`src/rtl/rom_load_arbiter_if.sv`:
```
// rtl/rom_load_arbiter_if.sv - download, CPU and RAM bus bundle for rom_load_arbiter (ROM_LOAD_CHECKSUM_EN adds rom_sum)
interface rom_load_arbiter_if #(
  parameter int ADDR_W = 16
);
  logic              dl_downloading;
  logic              dl_wr;
  logic [ADDR_W-1:0] dl_a;
  logic [7:0]        dl_d;
  logic              cpu_rd_req;
  logic [ADDR_W-1:0] cpu_a;
  logic [7:0]        cpu_rd_data;
  logic              cpu_ack;
  logic              cpu_reset;
  logic [ADDR_W-1:0] ram_a;
  logic [7:0]        ram_d;
  logic              ram_we;
  logic              ram_oe;
  logic [7:0]        ram_q;
  logic [ADDR_W:0]   rom_size;
  logic              overrun;
`ifdef ROM_LOAD_CHECKSUM_EN
  logic [7:0]        rom_sum;

  modport master (
    output dl_downloading, dl_wr, dl_a, dl_d, cpu_rd_req, cpu_a, ram_q,
    input  cpu_rd_data, cpu_ack, cpu_reset, ram_a, ram_d, ram_we, ram_oe,
           rom_size, overrun, rom_sum
  );
  modport slave (
    input  dl_downloading, dl_wr, dl_a, dl_d, cpu_rd_req, cpu_a, ram_q,
    output cpu_rd_data, cpu_ack, cpu_reset, ram_a, ram_d, ram_we, ram_oe,
           rom_size, overrun, rom_sum
  );
`else
  modport master (
    output dl_downloading, dl_wr, dl_a, dl_d, cpu_rd_req, cpu_a, ram_q,
    input  cpu_rd_data, cpu_ack, cpu_reset, ram_a, ram_d, ram_we, ram_oe,
           rom_size, overrun
  );
  modport slave (
    input  dl_downloading, dl_wr, dl_a, dl_d, cpu_rd_req, cpu_a, ram_q,
    output cpu_rd_data, cpu_ack, cpu_reset, ram_a, ram_d, ram_we, ram_oe,
           rom_size, overrun
  );
`endif
endinterface

```
`src/rtl/rom_load_arbiter.sv`:
```
// rtl/rom_load_arbiter.sv - shares the cartridge ROM RAM between SPI download writes and CPU reads
// Optional ROM_LOAD_CHECKSUM_EN adds rom_sum, the mod-256 sum of committed bytes.
module rom_load_arbiter #(
  parameter int ADDR_W     = 16,
  parameter int RAM_LAT    = 2,
  parameter int RESET_HOLD = 16
) (
  input  logic              clk,
  input  logic              reset_n,
  rom_load_arbiter_if.slave bus
);
  typedef enum logic [1:0] {IDLE, WRITE, READ} state_t;

  state_t            state, state_nxt;
  logic              pend_valid;
  logic [ADDR_W-1:0] pend_a;
  logic [7:0]        pend_d;
  logic [2:0]        lat_cnt, lat_nxt;
  logic [7:0]        hold_cnt;
  logic              dl_prev;
  logic              dl_take, dl_rise, consume;
  logic [ADDR_W:0]   wr_end;

  logic              ram_we_nxt, ram_oe_nxt, cpu_ack_nxt;
  logic [ADDR_W-1:0] ram_a_nxt;
  logic [7:0]        ram_d_nxt, rd_data_nxt;
  logic [ADDR_W:0]   rom_size_nxt;

  assign dl_take = bus.dl_wr && bus.dl_downloading;
  assign dl_rise = bus.dl_downloading && !dl_prev;
  assign consume = (state == WRITE);
  assign wr_end  = {1'b0, bus.ram_a} + {{ADDR_W{1'b0}}, 1'b1};

  always_ff @(posedge clk or negedge reset_n) begin
    if (!reset_n) begin
      state           <= IDLE;
      lat_cnt         <= 3'd0;
      bus.ram_we      <= 1'b0;
      bus.ram_oe      <= 1'b0;
      bus.ram_a       <= '0;
      bus.ram_d       <= 8'd0;
      bus.cpu_ack     <= 1'b0;
      bus.cpu_rd_data <= 8'd0;
      bus.rom_size    <= '0;
    end else begin
      state           <= state_nxt;
      lat_cnt         <= lat_nxt;
      bus.ram_we      <= ram_we_nxt;
      bus.ram_oe      <= ram_oe_nxt;
      bus.ram_a       <= ram_a_nxt;
      bus.ram_d       <= ram_d_nxt;
      bus.cpu_ack     <= cpu_ack_nxt;
      bus.cpu_rd_data <= rd_data_nxt;
      bus.rom_size    <= rom_size_nxt;
    end
  end

  // Pending writes beat CPU reads; a read in flight always runs to completion.
  always_comb begin
    state_nxt = state;
    case (state)
      IDLE: begin
        if (pend_valid)
          state_nxt = WRITE;
        else if (bus.cpu_rd_req && !bus.cpu_reset)
          state_nxt = READ;
      end
      WRITE:   state_nxt = IDLE;
      READ:    if (lat_cnt == 3'd1) state_nxt = IDLE;
      default: state_nxt = IDLE;
    endcase
  end

  always_comb begin
    ram_we_nxt   = (state_nxt == WRITE);
    ram_oe_nxt   = (state_nxt == READ);
    ram_a_nxt    = bus.ram_a;
    ram_d_nxt    = bus.ram_d;
    cpu_ack_nxt  = 1'b0;
    rd_data_nxt  = bus.cpu_rd_data;
    lat_nxt      = lat_cnt;
    rom_size_nxt = bus.rom_size;
    if (state == IDLE && state_nxt == WRITE) begin
      ram_a_nxt = pend_a;
      ram_d_nxt = pend_d;
    end
    if (state == IDLE && state_nxt == READ) begin
      ram_a_nxt = bus.cpu_a;
      lat_nxt   = 3'(RAM_LAT);
    end
    if (state == READ) begin
      lat_nxt = lat_cnt - 3'd1;
      if (lat_cnt == 3'd1) begin
        rd_data_nxt = bus.ram_q;
        cpu_ack_nxt = 1'b1;
      end
    end
    if (dl_rise)
      rom_size_nxt = '0;
    else if (state == WRITE && wr_end > bus.rom_size)
      rom_size_nxt = wr_end;
  end

  // A new byte landing on the edge that drains the buffer is not an overrun.
  always_ff @(posedge clk or negedge reset_n) begin
    if (!reset_n) begin
      pend_valid  <= 1'b0;
      pend_a      <= '0;
      pend_d      <= 8'd0;
      bus.overrun <= 1'b0;
      dl_prev     <= 1'b0;
    end else begin
      dl_prev <= bus.dl_downloading;
      if (dl_take) begin
        pend_a     <= bus.dl_a;
        pend_d     <= bus.dl_d;
        pend_valid <= 1'b1;
      end else if (consume) begin
        pend_valid <= 1'b0;
      end
      if (dl_rise)
        bus.overrun <= 1'b0;
      else if (dl_take && pend_valid && !consume)
        bus.overrun <= 1'b1;
    end
  end

  always_ff @(posedge clk or negedge reset_n) begin
    if (!reset_n) begin
      hold_cnt      <= 8'(RESET_HOLD);
      bus.cpu_reset <= 1'b1;
    end else if (bus.dl_downloading) begin
      hold_cnt      <= 8'(RESET_HOLD);
      bus.cpu_reset <= 1'b1;
    end else if (hold_cnt != 8'd0) begin
      hold_cnt      <= hold_cnt - 8'd1;
      bus.cpu_reset <= (hold_cnt != 8'd1);
    end
  end

`ifdef ROM_LOAD_CHECKSUM_EN
  always_ff @(posedge clk or negedge reset_n) begin
    if (!reset_n)
      bus.rom_sum <= 8'd0;
    else if (dl_rise)
      bus.rom_sum <= 8'd0;
    else if (state == WRITE)
      bus.rom_sum <= bus.rom_sum + bus.ram_d;
  end
`endif
endmodule

```
`src/flat_wrapper.sv`:
```
// flat-port wrapper written by rule: the top's interface ports become plain ports
module rom_load_arbiter_flat 
#(
  parameter int ADDR_W     = 16,
  parameter int RAM_LAT    = 2,
  parameter int RESET_HOLD = 16
)
  (clk, reset_n, bus_dl_downloading, bus_dl_wr, bus_dl_a, bus_dl_d, bus_cpu_rd_req, bus_cpu_a, bus_ram_q, bus_cpu_rd_data, bus_cpu_ack, bus_cpu_reset, bus_ram_a, bus_ram_d, bus_ram_we, bus_ram_oe, bus_rom_size, bus_overrun);
  rom_load_arbiter_if #(.ADDR_W(ADDR_W)) bus_i ();
  input  logic clk;
  input  logic reset_n;
  input wire logic [$bits(bus_i.dl_downloading)-1:0] bus_dl_downloading;
  input wire logic [$bits(bus_i.dl_wr)-1:0] bus_dl_wr;
  input wire logic [$bits(bus_i.dl_a)-1:0] bus_dl_a;
  input wire logic [$bits(bus_i.dl_d)-1:0] bus_dl_d;
  input wire logic [$bits(bus_i.cpu_rd_req)-1:0] bus_cpu_rd_req;
  input wire logic [$bits(bus_i.cpu_a)-1:0] bus_cpu_a;
  input wire logic [$bits(bus_i.ram_q)-1:0] bus_ram_q;
  output wire logic [$bits(bus_i.cpu_rd_data)-1:0] bus_cpu_rd_data;
  output wire logic [$bits(bus_i.cpu_ack)-1:0] bus_cpu_ack;
  output wire logic [$bits(bus_i.cpu_reset)-1:0] bus_cpu_reset;
  output wire logic [$bits(bus_i.ram_a)-1:0] bus_ram_a;
  output wire logic [$bits(bus_i.ram_d)-1:0] bus_ram_d;
  output wire logic [$bits(bus_i.ram_we)-1:0] bus_ram_we;
  output wire logic [$bits(bus_i.ram_oe)-1:0] bus_ram_oe;
  output wire logic [$bits(bus_i.rom_size)-1:0] bus_rom_size;
  output wire logic [$bits(bus_i.overrun)-1:0] bus_overrun;
  assign bus_i.dl_downloading = bus_dl_downloading;
  assign bus_i.dl_wr = bus_dl_wr;
  assign bus_i.dl_a = bus_dl_a;
  assign bus_i.dl_d = bus_dl_d;
  assign bus_i.cpu_rd_req = bus_cpu_rd_req;
  assign bus_i.cpu_a = bus_cpu_a;
  assign bus_i.ram_q = bus_ram_q;
  assign bus_cpu_rd_data = bus_i.cpu_rd_data;
  assign bus_cpu_ack = bus_i.cpu_ack;
  assign bus_cpu_reset = bus_i.cpu_reset;
  assign bus_ram_a = bus_i.ram_a;
  assign bus_ram_d = bus_i.ram_d;
  assign bus_ram_we = bus_i.ram_we;
  assign bus_ram_oe = bus_i.ram_oe;
  assign bus_rom_size = bus_i.rom_size;
  assign bus_overrun = bus_i.overrun;
  rom_load_arbiter #(.ADDR_W(ADDR_W), .RAM_LAT(RAM_LAT), .RESET_HOLD(RESET_HOLD)) u_core (.clk(clk), .reset_n(reset_n), .bus(bus_i));
endmodule
```
`config.mk`:
```
export PLATFORM = sky130hd
export DESIGN_NAME = rom_load_arbiter_flat
export DESIGN_NICKNAME = d
export VERILOG_FILES = /design/src/rtl/rom_load_arbiter_if.sv /design/src/rtl/rom_load_arbiter.sv /design/src/flat_wrapper.sv
export SDC_FILE = /design/constraint.sdc
export NUM_CORES = 1
export LEC_CHECK = 0
export CAP_MARGIN = 15
export CORE_UTILIZATION = 50
export DETAILED_ROUTE_END_ITERATION = 6
export PLACE_DENSITY = 0.77
export SETUP_SLACK_MARGIN = 0.5
export SLEW_MARGIN = 20
export SYNTH_ARGS = -nofsm -noshare
export SYNTH_HDL_FRONTEND = slang
export SYNTH_SLANG_ARGS = --single-unit
```
`constraint.sdc`:
```
create_clock -name clk -period 4.49 [get_ports clk]
set_clock_uncertainty 0.2 [all_clocks]
set_input_delay 0.6735 -clock clk [delete_from_list [all_inputs] [get_ports clk]]
set_output_delay 0.6735 -clock clk [all_outputs]
set_load 0.005 [all_outputs]
```
==> summary.md <==
| Metric | Value |
|---|---|
| Status | complete, but fails checks |
| Failing checks | DRC |
| Syn_nets | 474 |
| Slew @ Worst Pin | 0.9932 ns |
| Overall die width | between 90 and 100 um |
| EDFF count, synth | 0 |
| First-pass GRT wire length | ~16000 um |
| Final total power | between 3 and 4 mW |
| Sequential share of power | 0.391 |
| DR iter-0 viols | between 150 and 200 |
| Clock Sink Count | 93 |
| DP Cell Count | between 600 and 700 |
| Clock power share | 0.158 |
| I/O Buffers | approximately 110 |
| Post-Layout Cell Count | 620 |
| Via density | 5.358 |
| Synth cell count leaders | dfrtp_1 (91), nand2_1 (46), inv_1 (40), mux2_2 (40) |
| Final setup fails | 0 |
| Minimum clock period | approximately 3.6 ns |
| Final setup TNS | 0 ns |
| Pre-antenna DRT Iters | 7 |
| Worst hold path class | input port to asynchronous set/reset pin |
| Startpoint Class | flip-flop |
| Final Max Tran Viols | 0 |
| Unique cell type count in the Yosys netlist | 47 |
| Hold slack | about 0.23 ns |
| Starting Density | 0.5203 |
| # hold bufs at CTS | 0 |
| Placer Congestion | ~0.82 |
| Synthesis Warnings | 0 |
| Clock root cell | clkbuf_8 |
| Worst vdd ir | between 200 and 300 uV |
| Area of the core | between 8000 and 9000 um2 |
| # IOs | between 100 and 150 |
| Clk buf depth | 2 |
| Sw frac | 0.3797 |
| WL final | about 9600 um |
| CTS tree | done |
| LEAKAGE | 2.626 nW |
| RSZ-0062 raised after global routing | no |
| Area share of the largest cell type after synthesis | 0.4970 |
| Post-CTS Setup Bufs | 0 |
| CP Data Required Time | 4.58 ns |
| Critical path endpoint category | flip-flop |
| Post-route ant nets | 0 |
| GRT Total Usage | 0.2131 |
| N_diodes | 0 |
| WS Path Type | flip-flop to flip-flop |
| Final Core Density | 0.6735 |
| Psw | 1.283 mW |
| CTS buffer count | 9 |
| Worst-path clk slew | approximately 0.090 ns |
| Final WS setup | between 0.8 and 0.9 ns |
| Pwr Density | between 500 and 600 nW/um2 |
| Final instance area | ~5900 um2 |
| Syn Area/Cell | around 11 um2 |
| Period utilization | 0.8001 |
| Place WS | roughly 0.76 ns |
| Vias in the first global route | 3385 |
| Grt total ovfl | 0 |
| Initial antenna violation count | 0 |
| Most frequent cell after synthesis | dfrtp_1 |
| Fmax achieved | around 0.28 GHz |
| Largest net degree at the start of global routing | ~70 |
| Number of fillers in the final layout | between 600 and 700 |
| Clock latency on the worst-skew pair | 0.36 ns |
| DR vias | around 3300 |
| Area of placed instances | around 5700 um2 |
| Mapped cell area | 4582 um2 |
| DR DRC count | 10 |
| Share of cells above drive strength 1 | 0.1719 |
| Sequential cell area fraction in the yosys report | 0.5085 |
| Share of flip-flops with an asynchronous set or reset | 1.000 |
| Htree depth | 3 |
| Worst-path fanout max | 16 |
| Row cnt | 34 |
| Critical Path AT | roughly 3.7 ns |
| FF-to-FF path depth | 14 |
| Slew headroom | 0.3354 |
| Top FF cell, synth | dfrtp_1 |
| Final hold vios | 0 |
| Die height | between 90 and 100 um |
| Synth area leaders | dfrtp_1 (50%), mux2_2 (9.8%), ha_1 (6.0%) |
| Combinational group share of total power | 0.451 |
| Area leader, netlist | dfrtp_1 |
| Layout Nets | slightly below 600 |
| Maxcap violations | 0 |
| Die area | roughly 9600 um2 |
| Post-CTS sizing | 0 |
| Mapped Cells | roughly 400 |
| Int Pwr | about 2.1 mW |
| Register bit count reported by yosys | between 90 and 100 |
| DR WL/cell | around 15 um |
| Hpwl dp | 7027 um |
| P&R area growth vs syn | 29.44% |
routing by layer:
layer | track usage | part of all wire | wire length, um | vias up
met5 | 0 | 0 | 0 | -
met4 | 0.04312 | 0.0051 | 49 | 0
met3 | 0.07554 | 0.067 | 645 | 7
met2 | 0.3688 | 0.51 | 4853 | 84
met1 | 0.2573 | 0.42 | 4015 | 1635
li1 | - | - | - | 1596
worst max-delay path, cell delays in order, from the launching register on:
cell,delay [ns]
dfrtp_1,0.45
ha_1,0.22
nand3_1,0.11
inv_1,0.10
nand4_1,0.22
or2_2,0.36
xor2_1,0.23
inv_1,0.07
ha_1,0.32
nand4_2,0.15
nor4_4,0.35
a21oi_2,0.12
nand3_4,0.13
nand3b_4,0.26
o2bb2ai_2,0.22
cell usage in the layout (no fill, tap or decap), types with 7 or more instances in the layout:
master | Yosys | final
clkdlybuf4s50_1 | 0 | 105
dfrtp_1 | 91 | 91
nand2_1 | 46 | 45
inv_1 | 40 | 40
mux2_2 | 40 | 40
nor2_1 | 22 | 22
ha_1 | 22 | 22
a22oi_1 | 16 | 16
a21oi_1 | 13 | 13
xnor2_1 | 12 | 12
o2bb2ai_2 | 10 | 10
clkbuf_8 | 0 | 10
nor3_1 | 7 | 7
xor2_1 | 7 | 7
cell families (layout without fill, tap and decap cells):
logic type | count (synthesis) | count (layout) | share of synthesized area
adders and majority gates | 22 | 22 | 0.06008
xor gates and xnor gates | 19 | 19 | 0.03632
muxes | 41 | 41 | 0.1005
DFF | 93 | 93 | 0.5085
AOI/OAI and AO/OA | 58 | 58 | 0.1092
and+or+nand+nor | 114 | 114 | 0.1352
buffers and inverters | 52 | 165 | 0.05024
power groups by stage:
stage	sequential, mW	clock (mW)	combinational (mW)
2_1_floorplan	1.29	0	0.964
3_3_place_gp	1.33	0	1.47
3_5_place_dp	1.34	0	1.51
4_1_cts	1.32	0.550	1.52
5_1_grt	1.36	0.581	1.69
6_report	1.32	0.533	1.52
area by class of cell:
type                    count  area (um2)  area share
flip-flops and latches     93        2330      0.3928
multi-input cells         254        2031      0.3424
repair buffers            109        1094      0.1844
inverters                  40       150.1     0.02532
clock buffers              10       137.6     0.02321
well taps                 108       135.1     0.02278
clock inverters             6       53.80    0.009072
state kept, by name, summed over array words and instances (netlist names), 2 cells and up:
name                    cells
u_core.bus.cpu_rd_data      8
u_core.bus.ram_a           16
u_core.bus.ram_d            8
u_core.bus.rom_size        17
u_core.hold_cnt             8
u_core.lat_cnt              3
u_core.pend_a              16
u_core.pend_d               8
u_core.state                2
worst paths after layout:
check	startpoint	endpoint	slack [ns]
worst max-delay path	u_core.bus.ram_a[0]	u_core.bus.rom_size[9]	0.90
worst min-delay path	reset_n	u_core.bus.rom_size[1]	0.23
worst max register to register	u_core.bus.ram_a[0]	u_core.bus.rom_size[9]	0.90
worst min register to register	u_core.pend_a[12]	u_core.bus.ram_a[12]	0.30
max in group asynchronous	reset_n	u_core.hold_cnt[7]	3.02
min in group clk	u_core.pend_a[12]	u_core.bus.ram_a[12]	0.30
No activity file was read; power rests on OpenSTA's default activity.
